### src/rtl/ft_pkg.sv
`default_nettype none
// ==== ft_pkg: shared types and default widths for the ft_* fault-tolerance blocks | Rev 1.0 ====
package ft_pkg;

    localparam int FT_ADDR_WIDTH = 5;
    localparam int FT_DATA_WIDTH = 32;

    typedef enum logic [2:0] {
        ST_IDLE  = 3'd0,
        ST_READ  = 3'd1,
        ST_WRITE = 3'd2,
        ST_PC    = 3'd3,
        ST_DONE  = 3'd4
    } ft_restore_state_e;

endpackage : ft_pkg
`default_nettype wire

### src/rtl/ft_restore.sv
`default_nettype none
// ==== ft_restore: rebuilds core GPRs and PC from the shadow copy after a lockstep halt | Rev 1.0 ====
module ft_restore
    import ft_pkg::*;
#(
    parameter int ADDR_WIDTH = FT_ADDR_WIDTH,
    parameter int DATA_WIDTH = FT_DATA_WIDTH,
    parameter bit SKIP_X0    = 1'b1
) (
    input  logic                  clk_i,
    input  logic                  rst_n,
    input  logic                  start_i,
    input  logic                  halted_i,
    input  logic                  abort_i,
    output logic                  busy_o,
    output logic                  done_o,
    output logic [ADDR_WIDTH-1:0] sgpr_raddr_o,
    input  logic [DATA_WIDTH-1:0] sgpr_rdata_i,
    input  logic [DATA_WIDTH-1:0] spc_i,
    output logic                  rf_we_o,
    output logic [ADDR_WIDTH-1:0] rf_waddr_o,
    output logic [DATA_WIDTH-1:0] rf_wdata_o,
    input  logic                  rf_gnt_i,
    output logic                  pc_set_o,
    output logic [DATA_WIDTH-1:0] pc_o,
    input  logic                  pc_gnt_i
);

    localparam logic [ADDR_WIDTH-1:0] c_FIRST_IDX = ADDR_WIDTH'(SKIP_X0);
    localparam logic [ADDR_WIDTH-1:0] c_LAST_IDX  = '1;

    ft_restore_state_e       r_state;
    ft_restore_state_e       w_state_nxt;
    logic [ADDR_WIDTH-1:0]   r_idx;
    logic [ADDR_WIDTH-1:0]   w_idx_nxt;
    logic [DATA_WIDTH-1:0]   r_data;
    logic [DATA_WIDTH-1:0]   w_data_nxt;
    logic [DATA_WIDTH-1:0]   r_pc;
    logic [DATA_WIDTH-1:0]   w_pc_nxt;

    always_ff @(posedge clk_i or negedge rst_n) begin
        if (!rst_n) begin
            r_state <= ST_IDLE;
            r_idx   <= '0;
            r_data  <= '0;
            r_pc    <= '0;
        end else begin
            r_state <= w_state_nxt;
            r_idx   <= w_idx_nxt;
            r_data  <= w_data_nxt;
            r_pc    <= w_pc_nxt;
        end
    end

    // Abort wins over every transition; data already written is left in place.
    always_comb begin
        w_state_nxt = r_state;
        w_idx_nxt   = r_idx;
        w_data_nxt  = r_data;
        w_pc_nxt    = r_pc;
        if (abort_i) begin
            w_state_nxt = ST_IDLE;
        end else begin
            case (r_state)
                ST_IDLE: begin
                    if (start_i && halted_i) begin
                        w_state_nxt = ST_READ;
                        w_idx_nxt   = c_FIRST_IDX;
                        w_pc_nxt    = spc_i;
                    end
                end
                ST_READ: begin
                    w_data_nxt  = sgpr_rdata_i;
                    w_state_nxt = ST_WRITE;
                end
                ST_WRITE: begin
                    if (rf_gnt_i) begin
                        if (r_idx == c_LAST_IDX) begin
                            w_state_nxt = ST_PC;
                        end else begin
                            w_idx_nxt   = r_idx + ADDR_WIDTH'(1);
                            w_state_nxt = ST_READ;
                        end
                    end
                end
                ST_PC: begin
                    if (pc_gnt_i) begin
                        w_state_nxt = ST_DONE;
                    end
                end
                ST_DONE: begin
                    w_state_nxt = ST_IDLE;
                end
                default: begin
                    w_state_nxt = ST_IDLE;
                end
            endcase
        end
    end

    // Outputs decode state and registers only, keeping grants off any output path.
    assign busy_o       = (r_state != ST_IDLE);
    assign done_o       = (r_state == ST_DONE);
    assign rf_we_o      = (r_state == ST_WRITE);
    assign pc_set_o     = (r_state == ST_PC);
    assign sgpr_raddr_o = r_idx;
    assign rf_waddr_o   = r_idx;
    assign rf_wdata_o   = r_data;
    assign pc_o         = r_pc;

endmodule : ft_restore
`default_nettype wire
### config.mk
export PLATFORM = sky130hd
export DESIGN_NAME = ft_restore
export DESIGN_NICKNAME = d
export VERILOG_FILES = /design/src/rtl/ft_pkg.sv /design/src/rtl/ft_restore.sv
export SDC_FILE = /design/constraint.sdc
export NUM_CORES = 1
export LEC_CHECK = 0
export ABC_AREA = 1
export CAP_MARGIN = 20
export CORE_MARGIN = 5
export CORE_UTILIZATION = 45
export CTS_BUF_LIST = sky130_fd_sc_hd__clkbuf_4
export DETAILED_ROUTE_END_ITERATION = 16
export PLACE_DENSITY = 0.92
export SLEW_MARGIN = 20
export SYNTH_ARGS = -nofsm -noshare
export SYNTH_HDL_FRONTEND = slang
export SYNTH_SLANG_ARGS = --single-unit
### constraint.sdc
create_clock -name clk_i -period 3.3 [get_ports clk_i]
set_input_delay 0.33 -clock clk_i [delete_from_list [all_inputs] [get_ports clk_i]]
set_output_delay 0.33 -clock clk_i [all_outputs]
set_load 0.1 [all_outputs]
==> metrics.md, run 1 <==
| Metric | Value |
|---|---|
| Slowest stage cell, crit path | `clkdlybuf4s50_1` |
| CTS tree | `built` |
| Worst clock skew | `0.0212 ns` |
| Number of enable flip-flop cells after synthesis | `0` |
| Critical path launch point type | `register` |
| First-pass GRT wire length | `13,100 µm` |
| Req. time, crit path | `2.97 ns` |
| Clk Latency, worst-skew pair | `0.40 ns` |
| CTS Buf Count | `9` |
| Layout cell share with drive strength beyond 1 | `11.0%` |
| DR vias | `2,787` |
| Hold Crit Class | `input pin to async pin` |
| Top-count cell post-synth | `nand2_1` |
| I/O Buffers | `148` |
| Antenna violations before repair | `0` |
| I/O pin count | `149` |
| Worst-path cell chain | `clkdlybuf4s50_1` |
| LEAKAGE | `0.00234 µW` |
| CP Max Fanout | `7` |
| Placeable Area | `6910 µm²` |
| DR WL/cell | `13.7 µm` |
| Mean Syn Cell Area | `9.02 µm²` |
| Detailed Route Iter0 Violations | `105` |
| Distinct cells, synth | `23` |
| ANT cells | `0` |
| Post-Route WL | `8160 µm` |
| Hold slack | `0.0260 ns` |
| Total track usage | `18.7%` |
| Storage cell area | `1800 µm²` |
| H-Tree Depth | `3` |
| Vias in the first global route | `2,784` |
| Period minus WS final | `2.39 ns` |
| Post-CTS Resized | `0` |
| Crit Path Category | `register to output pin` |
| # DRC | `0` |
| Main flop type after synthesis | `dfrtp_1` |
| Mapped Area | `3230 µm²` |
| Initial core utilization | `46.8%` |
| # Post-CTS Setup Buffers | `0` |
| DPL Wire Length | `6130 µm` |
| Final non-filler cell total | `597` |
| Mapped Cells | `358` |
| Crit path arrival time | `2.06 ns` |
| Period utilisation layout | `72.5%` |
| Post-DP Area | `4650 µm²` |
| DR pass1 iterations | `4` |
| Power Density | `1100 nW/µm²` |
| Multi-input logic area | `1080 µm²` |
| Fin. max-slew vios | `0` |
| Setup TNS Final | `0 ns` |
| Root Buffer Master | `clkbuf_4` |
| Hold Fails Final Rpt | `0` |
| Fill cells | `563` |
| Crit-path max cell delay | `1.18 ns` |
| Yosys warning count | `0` |
| DRT antenna net count | `0` |
| Layout area overhead | `47.4%` |
| Share of the synthesized area in the top cell type | `55.8%` |
| DP Cell Count | `582` |
| Global route overflow | `0` |
| CP Capture Type | `output pin` |
| Synthesized flop and latch total | `72` |
| Clock transition at path regs | `0.12 ns` |
| Async SR Flop Fraction | `100%` |
| Total Nets Final | `570` |
| Max_slew headroom | `32.8%` |
| Mapped Nets | `431` |
| Largest net degree at the start of global routing | `73` |
| Register area share after synthesis | `55.8%` |
| Status | `completed` |
| Die area | `8970 µm²` |
| Top cell type by total area after synthesis | `dfrtp_1` |
| CTS Hold Bufs | `0` |
| Row count | `30` |
| Drt via density | `4.67` |
| RSZ-0062 raised after global routing | `no` |
| DIE HEIGHT | `94.7 µm` |
| Synth cell count leaders | `nand2_1, dfrtp_1, inv_1` |
| # setup viols final | `0` |
| Die width | `94.7 µm` |
| Max Cap Viol | `0` |
| FMAX | `418 MHz` |
| CP delay by family, top | `buffers and inverters` |
| Largest cells by area after synthesis | `dfrtp_1, nand2_1, o21ai_2, nand3_1, inv_1` |
| Worst slew pin tran | `1.00 ns` |
| Clock Sinks | `72` |
| CP bufs+invs | `1` |
| RD Place Congestion | `0.798` |
| Worst ir drop on vdd | `675 µV` |
| Clock Tree Buf Depth | `2` |
| Design area | `4760 µm²` |
==> through the flow <==
step / util (%) / total power, µW / setup slack, ns
after floorplan: - / 3970 / 0.396
final: 68.9 / 5210 / 0.906
after CTS: 68.9 / 5260 / 0.873
after detailed placement: 67.4 / 4800 / 1.06
after global routing: 68.9 / 5440 / 0.806
after global placement: 67.4 / 4750 / 1.13
==> final timing paths <==
kind	start	end	slack, ns	depth (start not counted)
max in group asynchronous	rst_n	rf_wdata_o[5]	2.67	1
max	rf_waddr_o[2]	sgpr_raddr_o[2]	0.91	1
min in group clk_i	sgpr_rdata_i[27]	rf_wdata_o[27]	0.46	3
max reg2reg	r_state[1]	pc_o[29]	1.29	4
min	rst_n	pc_o[10]	0.03	1
min reg2reg	pc_o[1]	pc_o[1]	0.48	2
==> power by group <==
group / internal (µW) / switching [µW] / leakage (µW) / total, µW
combinational: 731 / 2690 / 0.00137 / 3420
sequential: 1170 / 175 / 0.000909 / 1350
clock: 147 / 302 / 0.0000552 / 448
==> placed cells by master (no fill, tap or decap), types with 2 or more instances in the layout <==
cell and n:
a21oi_1 2, buf_4 6, clkbuf_4 9, clkdlybuf4s50_1 143, clkinv_2 2, clkinvlp_4 2
dfrtp_1 72, ha_1 2, inv_1 44, inv_2 2, nand2_1 125, nand2_2 3
nand3_1 37, nor2_1 7, nor2_4 3, nor3_1 2, o21ai_1 8, o21ai_2 24
==> metal layers <==
metal  track usage [%]  up-vias  part of all wire (%)
li1                  -     1388                     -
met1              22.0     1293                    39
met2              32.4      100                    53
met3              5.74        6                   7.3
met4              6.13        0                  0.62
met5                 0        -                     0
==> registers in the layout, summed over array words and instances, names as in the netlist <==
| signal | count |
|---|---|
| rf_wdata_o | 32 |
| r_state | 3 |
| rf_waddr_o | 5 |
| pc_o | 32 |
==> logic make-up (layout without fill, tap and decap cells) <==
kind of cell               count (synthesis)  count (layout)  share of synthesized area [%]
DFF                                       72              72                           55.8
AOI/OAI and AO/OA                         35              35                           8.29
adders and majority gates                  2               2                          0.775
and+or+nand+nor                          182             182                           24.5
buffers and inverters                     67             210                           10.7
==> final cells by class <==
class	count	area share (%)
multi-input cells	219	22.8
repair buffers	149	31.0
flip-flops and latches	72	37.9
clock buffers	9	1.42
well taps	96	2.52
inverters	46	3.63
clock inverters	6	0.789
==> worst register-to-register path, stage by stage (launching register included) <==
cell and delay, ns:
dfrtp_1 0.50, nor2_4 0.60, nand2_2 0.54, nand2_1 0.20, nand2_1 0.07
(Power assumes the default switching activity.)
==> inputs of run 2 (changes only) <==
--- a/config.mk
+++ b/config.mk
@@ -8,10 +8,10 @@
 export ABC_AREA = 1
 export CAP_MARGIN = 20
 export CORE_MARGIN = 5
-export CORE_UTILIZATION = 45
+export CORE_UTILIZATION = 39
 export CTS_BUF_LIST = sky130_fd_sc_hd__clkbuf_4
 export DETAILED_ROUTE_END_ITERATION = 16
-export PLACE_DENSITY = 0.92
+export PLACE_DENSITY = 0.85
 export SLEW_MARGIN = 20
 export SYNTH_ARGS = -nofsm -noshare
 export SYNTH_HDL_FRONTEND = slang
==> constraint.sdc (replaced) <==
create_clock -name clk_i -period 2.1 [get_ports clk_i]
set_input_delay 0.21 -clock clk_i [delete_from_list [all_inputs] [get_ports clk_i]]
set_output_delay 0.21 -clock clk_i [all_outputs]
set_load 0.1 [all_outputs]
==> metrics.md, run 2 (synthesis results as in run 1) <==
| Metric | Value |
|---|---|
| DR vias | `2,765 (was 2,787)` |
| R2R Path Start | `rf_waddr_o[0] (was r_state[1])` |
| ANT cells | `0 (unchanged)` |
| Leading cell type in the layout, fill and taps excluded | `nand2_1 (was clkdlybuf4s50_1)` |
| Period minus WS final | `1.83 ns` |
| Req. time, crit path | `1.89 ns (was 2.97 ns)` |
| Hold EP | `rf_wdata_o[22]` |
| LEAKAGE | `0.00249 µW (was 0.00234 µW)` |
| H-Tree Depth | `3 (unchanged)` |
| GR Layer Usage met2 | `25.9% (was 32.4%)` |
| Die width | `101 µm (was 94.7 µm)` |
| RD Place Congestion | `0.838 (was 0.798)` |
| Clk Latency, worst-skew pair | `0.39 ns (was 0.40 ns)` |
| R2R Path End | `rf_waddr_o[0] (was pc_o[29])` |
| CTS tree | `built (unchanged)` |
| Final non-filler cell total | `612 (was 597)` |
| Design area | `4720 µm² (was 4760 µm²)` |
| GRT Max-Usage Layer | `met2 (unchanged)` |
| Die area | `10,200 µm² (was 8970 µm²)` |
| Layout area overhead | `46.1% (was 47.4%)` |
| CP Capture Type | `output pin (unchanged)` |
| Worst ir drop on vdd | `1360 µV (was 675 µV)` |
| Status | `completed (unchanged)` |
| CTS Buf Count | `9 (unchanged)` |
| R2R setup slack | `0.51 ns (was 1.29 ns)` |
| # Post-CTS Setup Buffers | `0 (unchanged)` |
| Period utilisation layout | `87.3%` |
| Fill cells | `708 (was 563)` |
| Detailed Route Iter0 Violations | `80 (was 105)` |
| Clock transition at path regs | `0.13 ns (was 0.12 ns)` |
| DR pass1 iterations | `4 (unchanged)` |
| Hold Path Depth | `3` |
| Total Nets Final | `575 (was 570)` |
| Initial core utilization | `39.7% (was 46.8%)` |
| # DRC | `0 (unchanged)` |
| DR WL/cell | `13.2 µm (was 13.7 µm)` |
| # setup viols final | `0 (unchanged)` |
| FMAX | `545 MHz` |
| Total track usage | `16.3% (was 18.7%)` |
| R2r worst-path depth | `9 (was 4)` |
| DIE HEIGHT | `101 µm (was 94.7 µm)` |
| Vias in the first global route | `2,696 (was 2,784)` |
| Hold_sp | `sgpr_rdata_i[22]` |
| Antenna violations before repair | `0 (unchanged)` |
| Crit path arrival time | `1.62 ns (was 2.06 ns)` |
| Worst slack, placed | `0.297 ns (was 1.06 ns)` |
| Met3 usage | `4.22% (was 5.74%)` |
| CP Max Fanout | `6 (was 7)` |
| Post-DP Area | `4570 µm² (was 4650 µm²)` |
| Max_slew headroom | `62.5% (was 32.8%)` |
| Largest net degree at the start of global routing | `73 (unchanged)` |
| Power Density | `1740 nW/µm² (was 1100 nW/µm²)` |
| Grt met1 use | `21.2% (was 22.0%)` |
| Max Cap Viol | `0 (unchanged)` |
| DRT antenna net count | `0 (unchanged)` |
| Row count | `33 (was 30)` |
| Clock Sinks | `72 (unchanged)` |
| Worst slew pin tran | `0.561 ns (was 1.00 ns)` |
| Clock Tree Buf Depth | `2 (unchanged)` |
| I/O Buffers | `148 (unchanged)` |
| Crit Path Category | `register to output pin (unchanged)` |
| Setup slack after layout | `0.266 ns (was 0.906 ns)` |
| Placeable Area | `8130 µm² (was 6910 µm²)` |
| Critical path launch point type | `register (unchanged)` |
| RSZ-0062 raised after global routing | `no (unchanged)` |
| Hold Fails Final Rpt | `0 (unchanged)` |
| Drt via density | `4.52 (was 4.67)` |
| Post-Route WL | `8100 µm (was 8160 µm)` |
| Setup TNS Final | `0 ns (unchanged)` |
| Layout cell share with drive strength beyond 1 | `27.4% (was 11.0%)` |
| Worst clock skew | `0.0150 ns (was 0.0212 ns)` |
| Hold Crit Class | `input pin to register (was input pin to async pin)` |
| Global route overflow | `0 (unchanged)` |
| DPL Wire Length | `6050 µm (was 6130 µm)` |
| Root Buffer Master | `clkbuf_4 (unchanged)` |
| I/O pin count | `149 (unchanged)` |
| Fin. max-slew vios | `0 (unchanged)` |
| First-pass GRT wire length | `13,300 µm (was 13,100 µm)` |
| DP Cell Count | `595 (was 582)` |
| Most frequent cells in the layout | `nand2_1, buf_4, dfrtp_1 (was clkdlybuf4s50_1, nand2_1, dfrtp_1)` |
==> run 2: cell types whose count changed in the layout (fill, tap and decap cells not counted), sizes merged <==
| cell | change |
|---|---|
| buf | +78 |
| bufinv | +1 |
| clkdlybuf4s50 | -74 |
| dlygate4sd3 | +1 |
==> run 2: cell type report <==
cell class,instances,area [µm²],area share (%)
clock buffer,9,67.6,1.43
clock inverter,7,72.6,1.54
inverter,46,173,3.66
multi-input combinational,219,1090,23.1
sequential,72,1800,38.2
tap,105,131,2.78
timing repair buffer,154,1380,29.2
==> run 2: power breakdown <==
| part | internal [µW] | switching [µW] |
|---|---|---|
| registers | 1840 | 288 |
| logic | 1010 | 4220 |
| clock network | 362 | 502 |
| total | 3220 | 5010 |
==> run 2: critical path, cell delays in order, from the launching register on <==
cell and delay, ns:
dfrtp_1 0.50, nor2_1 0.23, nand2_1 0.17, inv_1 0.15, buf_12 0.18
==> run 2: stage by stage <==
step | power, µW | utilization [%] | hold slack (ns)
after floorplan | 6240 | - | -0.0856
after global placement | 7360 | 56.2 | 0.267
after detailed placement | 7430 | 56.2 | 0.279
after CTS | 8310 | 58.0 | 0.303
after global routing | 8580 | 58.0 | 0.308
final | 8230 | 58.0 | 0.338
==> run 2: worst max-delay path by stage <==
stage | from | end | slack [ns] | cells past startpoint
final | r_state[0] | rf_we_o | 0.27 | 4
after global routing | r_state[0] | rf_we_o | 0.12 | 4
after CTS | r_state[0] | rf_we_o | 0.23 | 4
after detailed placement | abort_i | pc_o[13] | 0.30 | 7
after global placement | abort_i | pc_o[17] | 0.42 | 7
after floorplan | r_state[1] | r_state[1] | 0.16 | 8
==> run 2: routing by layer <==
metal | up-vias | wire length, µm
met5 | - | 0
met4 | 0 | 110
met3 | 12 | 603
met2 | 99 | 3960
met1 | 1264 | 3420
li1 | 1390 | -
==> run 2: what timing repair did <==
action,CTS,global route
hold buffers,1,0
endpoints found under the hold margin,72,0
resized for setup,0,0
